$ cat config.mk
export PLATFORM = sky130hd
export DESIGN_NAME = bram_arb_wb
export DESIGN_NICKNAME = d
export VERILOG_FILES = /design/src/rtl/bram_arb_wb.sv
export SDC_FILE = /design/constraint.sdc
export NUM_CORES = 1
export LEC_CHECK = 0
export CAP_MARGIN = 20
export CORE_AREA = 8 8 116 118
export DETAILED_ROUTE_END_ITERATION = 6
export DIE_AREA = 0 0 124 126
export GPL_ROUTABILITY_DRIVEN = 0
export PLACE_DENSITY = 0.68
export SETUP_SLACK_MARGIN = 0.15
export SLEW_MARGIN = 40
export SYNTH_ARGS = -nofsm -noshare
export SYNTH_HDL_FRONTEND = slang
export SYNTH_SLANG_ARGS = --single-unit
$ cat constraint.sdc
create_clock -name wb_clk_i -period 3.8 [get_ports wb_clk_i]
set_input_delay 0.95 -clock wb_clk_i [delete_from_list [all_inputs] [get_ports wb_clk_i]]
set_output_delay 0.95 -clock wb_clk_i [all_outputs]
set_load 0.03 [all_outputs]
$ cat src/rtl/bram_arb_wb.sv
// Two-master round-robin Wishbone arbiter in front of a single BRAM slave.
// One classic single-beat cycle at a time; a watchdog turns a missing slave ack into an error.
module bram_arb_wb #(
    parameter int unsigned TIMEOUT = 255
) (
    input  logic        wb_clk_i,
    input  logic        wb_rst_ni,
    input  logic [29:0] m0_wb_adr_i,
    input  logic [31:0] m0_wb_dat_i,
    output logic [31:0] m0_wb_dat_o,
    input  logic        m0_wb_we_i,
    input  logic [3:0]  m0_wb_sel_i,
    input  logic        m0_wb_stb_i,
    input  logic        m0_wb_cyc_i,
    output logic        m0_wb_ack_o,
    output logic        m0_wb_err_o,
    input  logic [29:0] m1_wb_adr_i,
    input  logic [31:0] m1_wb_dat_i,
    output logic [31:0] m1_wb_dat_o,
    input  logic        m1_wb_we_i,
    input  logic [3:0]  m1_wb_sel_i,
    input  logic        m1_wb_stb_i,
    input  logic        m1_wb_cyc_i,
    output logic        m1_wb_ack_o,
    output logic        m1_wb_err_o,
    output logic [29:0] s_wb_adr_o,
    output logic [31:0] s_wb_dat_o,
    input  logic [31:0] s_wb_dat_i,
    output logic        s_wb_we_o,
    output logic        s_wb_stb_o,
    output logic        s_wb_cyc_o,
    output logic [3:0]  s_wb_sel_o,
    input  logic        s_wb_ack_i,
    output logic [1:0]  grant_o
);
    localparam int unsigned TW = $clog2(TIMEOUT + 1);

    typedef enum logic {IDLE = 1'b0, BUSY = 1'b1} state_t;

    state_t        state_q, state_d;
    logic          owner_q, owner_d;
    logic          last_q, last_d;
    logic [TW-1:0] tcnt_q, tcnt_d;
    logic [1:0]    err_q, err_d;

    logic req0_s, req1_s, busy_s, own_cyc_s, own_stb_s, tcnt_done_s;

    assign req0_s      = m0_wb_cyc_i & m0_wb_stb_i;
    assign req1_s      = m1_wb_cyc_i & m1_wb_stb_i;
    assign busy_s      = (state_q == BUSY);
    assign own_cyc_s   = owner_q ? m1_wb_cyc_i : m0_wb_cyc_i;
    assign own_stb_s   = owner_q ? m1_wb_stb_i : m0_wb_stb_i;
    assign tcnt_done_s = (tcnt_q == TW'(TIMEOUT - 1));

    // Arbitration and cycle-termination next state; a tie goes to whoever did not win last.
    always_comb begin
        state_d = state_q;
        owner_d = owner_q;
        last_d  = last_q;
        tcnt_d  = tcnt_q;
        err_d   = 2'b00;
        case (state_q)
            IDLE: begin
                if (req0_s && req1_s) begin
                    owner_d = ~last_q;
                    state_d = BUSY;
                    tcnt_d  = {TW{1'b0}};
                end else if (req0_s || req1_s) begin
                    owner_d = req1_s;
                    state_d = BUSY;
                    tcnt_d  = {TW{1'b0}};
                end else begin
                    state_d = IDLE;
                end
            end
            BUSY: begin
                if (s_wb_ack_i || !own_cyc_s) begin
                    last_d  = owner_q;
                    state_d = IDLE;
                end else if (tcnt_done_s) begin
                    err_d   = owner_q ? 2'b10 : 2'b01;
                    last_d  = owner_q;
                    state_d = IDLE;
                end else begin
                    tcnt_d  = tcnt_q + {{(TW-1){1'b0}}, 1'b1};
                end
            end
            default: begin
                state_d = IDLE;
            end
        endcase
    end

    // State registers; last resets to 1 so m0 wins the first tie.
    always_ff @(posedge wb_clk_i or negedge wb_rst_ni) begin
        if (!wb_rst_ni) begin
            state_q <= IDLE;
            owner_q <= 1'b0;
            last_q  <= 1'b1;
            tcnt_q  <= {TW{1'b0}};
            err_q   <= 2'b00;
        end else begin
            state_q <= state_d;
            owner_q <= owner_d;
            last_q  <= last_d;
            tcnt_q  <= tcnt_d;
            err_q   <= err_d;
        end
    end

    // Bus routing: the owner sees the slave only while BUSY; late acks outside BUSY are dropped.
    always_comb begin
        s_wb_cyc_o  = 1'b0;
        s_wb_stb_o  = 1'b0;
        s_wb_adr_o  = 30'h0;
        s_wb_dat_o  = 32'h0;
        s_wb_we_o   = 1'b0;
        s_wb_sel_o  = 4'h0;
        grant_o     = 2'b00;
        m0_wb_ack_o = 1'b0;
        m1_wb_ack_o = 1'b0;
        m0_wb_dat_o = 32'h0;
        m1_wb_dat_o = 32'h0;
        if (busy_s) begin
            s_wb_cyc_o  = own_cyc_s;
            s_wb_stb_o  = own_stb_s;
            s_wb_adr_o  = owner_q ? m1_wb_adr_i : m0_wb_adr_i;
            s_wb_dat_o  = owner_q ? m1_wb_dat_i : m0_wb_dat_i;
            s_wb_we_o   = owner_q ? m1_wb_we_i  : m0_wb_we_i;
            s_wb_sel_o  = owner_q ? m1_wb_sel_i : m0_wb_sel_i;
            grant_o     = owner_q ? 2'b10 : 2'b01;
            m0_wb_ack_o = ~owner_q & s_wb_ack_i;
            m1_wb_ack_o = owner_q & s_wb_ack_i;
            m0_wb_dat_o = s_wb_dat_i;
            m1_wb_dat_o = s_wb_dat_i;
        end else begin
            grant_o     = 2'b00;
        end
    end

    assign m0_wb_err_o = err_q[0];
    assign m1_wb_err_o = err_q[1];

endmodule

======== Word level (Yosys, flattened, before mapping) ========
Index checks and enable logic that the tools add are counted.
word-level totals
  register bits ........................... 13
  bits of input ports ..................... 173
  output and inout port bits .............. 139
  logic and storage cells ................. 60
operators by class
  add/sub/neg operators ................... 1
  equality and inequality tests ........... 4
  mux-type cells .......................... 34
  bitwise operators ....................... 7
  reduce and logical (&&, ||, !) cells .... 9
operator list
  operator               count
  $mux W32               3
  $mux W30               2
  $mux W8                4
  $mux W1                16
  $pmux W8 S2            1
  $mux W2                5
  $add A8 B1 Y8 const B  1
  $eq A8 B8 Y1 const B   1
  $mux W4                2
  $and A1 B1 Y1          4
  $ne A2 B2 Y1 const B   2
  $reduce_and A2 Y1      2
  $reduce_bool A2 Y1     2
  $ne A3 B3 Y1 const B   1
  $not A1 Y1             3
  $reduce_and A3 Y1      1
  $logic_or A1 B1 Y1     2
  $pmux W1 S2            1
  $logic_and A1 B1 Y1    1
  $logic_not A1 Y1       1

======== Depth between registers and ports, before layout ========
  depth in word-level cells ............... 5
  depth in mapped cells ................... 6
  gate-level depth less buffers ........... 6

======== Worst setup path after synthesis ========
Ideal clock, no wire load.
  path kind ............................... register to output
  start ................................... reg owner_q
  end ..................................... out s_wb_adr_o[0]
  arrival time ............................ 1.660 ns
  slack ................................... 1.190 ns
  cell stages (with the launch flop) ...... 6
  path buffers ............................ 3
  path through ............................ dfrtp_1 buf_4 clkbuf_1 buf_2 mux2i_1 nor2b_1
between the ends
  word-level cells in the longest chain between the ends .. 2
RTL lines
  item                    RTL line  RTL
  start, declared         41        logic owner_q, owner_d;
  start signal, assigned  104       owner_q <= owner_d;
  $mux W30                127       s_wb_adr_o = owner_q ? m1_wb_adr_i : m0_wb_adr_i;
  $mux W30                124       if (busy_s) begin
  end, declared           26        output logic [29:0] s_wb_adr_o,
No other way between the ends.

======== Worst setup path in the final report ========
  start ................................... in m0_wb_cyc_i
  end ..................................... out s_wb_cyc_o
between the ends
  word-level cells in the longest chain between the ends .. 2
RTL lines
  item             RTL line  RTL
  start, declared  14        input logic m0_wb_cyc_i,
  $mux W1          51        assign own_cyc_s = owner_q ? m1_wb_cyc_i : m0_wb_cyc_i;
  $mux W1          124
  end, declared    31        output logic s_wb_cyc_o,
No other way between the ends.

==> results.json <==
{
  "grt_max_degree": 45,
  "min_period_over_period_pct": 89.63,
  "vias": 3001,
  "grt_pass1_vias": 3147,
  "clk_latency_ns": 0.24,
  "cts_tree": "yes",
  "seq_area_sq_um": 331.6,
  "critical-path-top-delay-family": "buffers and inverters",
  "crit_chain": "clkdlybuf4s50_1, mux2i_1, nor2b_1, clkdlybuf4s50_1",
  "cp_slowest_stage_delay_ns": 0.70,
  "tns_ns": 0,
  "path_clk_slew_ns": 0.04,
  "routed_via_density": 4.251,
  "first_iter_violations": 69,
  "fp.dieH_microns": 126,
  "synthesis.area_sq_mm": 0.002342,
  "hold_class": "register to register",
  "hold_viol_final": 0,
  "dieArea_sq_mm": 0.01562,
  "max_slew_margin_pct": 52.76,
  "rsz0062_at_grt": "no",
  "fin_crit_ns": 3.406,
  "p_leak_nw": 2.182,
  "multi_input_area_sq_mm": 0.001660,
  "hpwl_mm": 11.68,
  "first_pass_iters": 4,
  "crit_required_ns": 2.85,
  "worst_slack_ns": 0.3942,
  "die_w_microns": 124,
  "cts-root-buf": "clkbuf_16",
  "yosys_warnings": 0,
  "cts_htree_levels": 1,
  "nNetsFinal": 735,
  "start_util_pct": 20.00,
  "clock.fmax_mhz": 293.6,
  "dp_slack_ns": 0.3763,
  "regToRegSetupSlack_ns": 1.39,
  "post_cts_buffers": 0,
  "cp_slowest_cell": "clkdlybuf4s50_1",
  "top_level_ports": 312,
  "antenna_found_initial": 0,
  "crit_type": "input port to output pin",
  "fin_skew_ns": 0.001457,
  "cts-buffers-inserted": 3,
  "ctsResizeCount": 0,
  "worstPathArrival_ns": 2.46,
  "drc_errors": 0,
  "syn_to_final_growth_pct": 133.8,
  "p_per_area_mw_per_mm2": 358.4,
  "synth_cell_type_count": 35,
  "fillCellCount": 1109,
  "grt_overflow": 0,
  "syn_avg_cell_area_sq_um": 8.021,
  "synth_seq_cells": 13,
  "finalSetupViolCount": 0,
  "rows": 40,
  "ant_nets": 0,
  "grt_usage_pct": 15.54,
  "ys_seq_area_share_pct": 13.94,
  "diodes": 0,
  "numClockSinks": 13,
  "crit_top_cell": "clkdlybuf4s50_1",
  "worst_slew_pin_slew_ns": 0.7086,
  "hold_buffers": 0,
  "syn_nets": 467,
  "cap_viol_max_count": 0,
  "irDropWorstVdd_mv": 0.2928,
  "final_layout_size_suffix_gt1_share_pct": 2.683,
  "slew_violations": 0,
  "crit_path_start_kind": "input port",
  "grt_first_pass_wirelength_mm": 19.10,
  "wire_per_inst_microns": 19.13,
  "routed_wl_mm": 13.51,
  "run_status": "completed",
  "io_buffers": 311,
  "synth_cells": 292,
  "fp.coreArea_sq_mm": 0.01171,
  "cp_max_fo": 4,
  "cts.path.max_buffers": 2,
  "path_buf_inv": 2,
  "cp-end-kind": "output pin"
}
[cell families after synthesis]
kind of cell / Yosys count / synth area share (%)
compound gates: 18 / 5.930
fa+ha+maj: 2 / 1.068
buf+inv: 60 / 15.17
flops: 13 / 13.94
mux: 71 / 30.45
simple gates: 128 / 33.44
[routing by layer]
layer,part of all wire (%),vias up,track usage [%],wire length [microns]
met4,1.1,0,2.521,142
met5,0,-,0,0
met2,56,115,31.47,7561
met1,35,1398,15.94,4740
li1,-,1478,-,-
met3,7.9,10,2.681,1065
[state kept, by name, indices dropped and copies added (netlist names)]
signal / cells
busy_s: 1
err_q: 2
last_q: 1
owner_q: 1
tcnt_q: 8
[synthesized netlist by cell type (all sizes together)]
cell / number / area, sq um
o21ai: 5 / 36.28
ha: 2 / 25.02
nor4b: 1 / 8.760
buf: 38 / 272.8
nand3: 3 / 15.01
nand4: 1 / 6.260
a21o: 1 / 7.510
inv: 5 / 18.77
or3b: 1 / 8.760
nor2: 6 / 22.52
nor4: 1 / 6.260
mux2i: 69 / 690.7
and4b: 1 / 10.01
a31oi: 1 / 6.260
a2bb2oi: 2 / 17.52
o31a: 1 / 8.760
or4b: 1 / 10.01
clkbuf: 17 / 63.81
and3: 1 / 6.260
dfstp: 1 / 26.28
o32a: 1 / 10.01
or4: 2 / 15.01
and2: 33 / 206.5
nand2: 5 / 18.77
nor3: 1 / 5.000
a21boi: 2 / 15.01
nor2b: 71 / 444.2
o211ai: 4 / 30.03
dfrtp: 12 / 300.3
mux2: 2 / 22.52
o31ai: 1 / 7.510
[final timing paths]
check                             from          to  cells after the start
max                        m0_wb_cyc_i  s_wb_cyc_o                      4
min                          tcnt_q[7]   tcnt_q[7]                      1
max reg2reg                    owner_q   tcnt_q[1]                      4
min reg2reg                  tcnt_q[7]   tcnt_q[7]                      1
max in group asynchronous    wb_rst_ni     owner_q                      1
min in group asynchronous    wb_rst_ni     owner_q                      1
[layout make-up]
| cell class | instances | area share, % |
|---|---|---|
| Timing Repair Buffer | 318 | 58.49 |
| Sequential cell | 13 | 6.054 |
| Multi-Input combinational cell | 219 | 30.32 |
| Clock buffer | 4 | 1.439 |
| Tap cell | 147 | 3.358 |
| Inverter | 5 | 0.3427 |
[layout by cell type, fill, tap and decap left out, drive strengths merged, types with 3 or more instances in the layout]
cell,n
nand2,5
mux2i,69
nor2b,71
nor2,6
nand3,3
clkbuf,4
inv,5
and2,33
clkdlybuf4s50,311
o211ai,4
dfrtp,12
buf,7
o21ai,5
[power breakdown]
group          switching (W)  internal [W]
Combinational       0.000746      0.000745
Sequential          0.000100      0.000175
Clock              0.0000561      0.000141
Total               0.000902       0.00106
[per-stage QoR]
stage	hold WS, ns	total power (W)	util, %	area [sq um]	cells
2_1_floorplan	0.4467	0.001135	-	2342	292
3_3_place_gp	0.4667	0.001770	46.09	5398	702
3_5_place_dp	0.4801	0.001782	46.09	5398	702
4_1_cts	0.4861	0.001985	46.76	5477	706
5_1_grt	0.5079	0.002061	46.76	5477	706
6_report	0.4855	0.001963	46.76	5477	706
No activity file was read; power rests on OpenSTA's default activity.
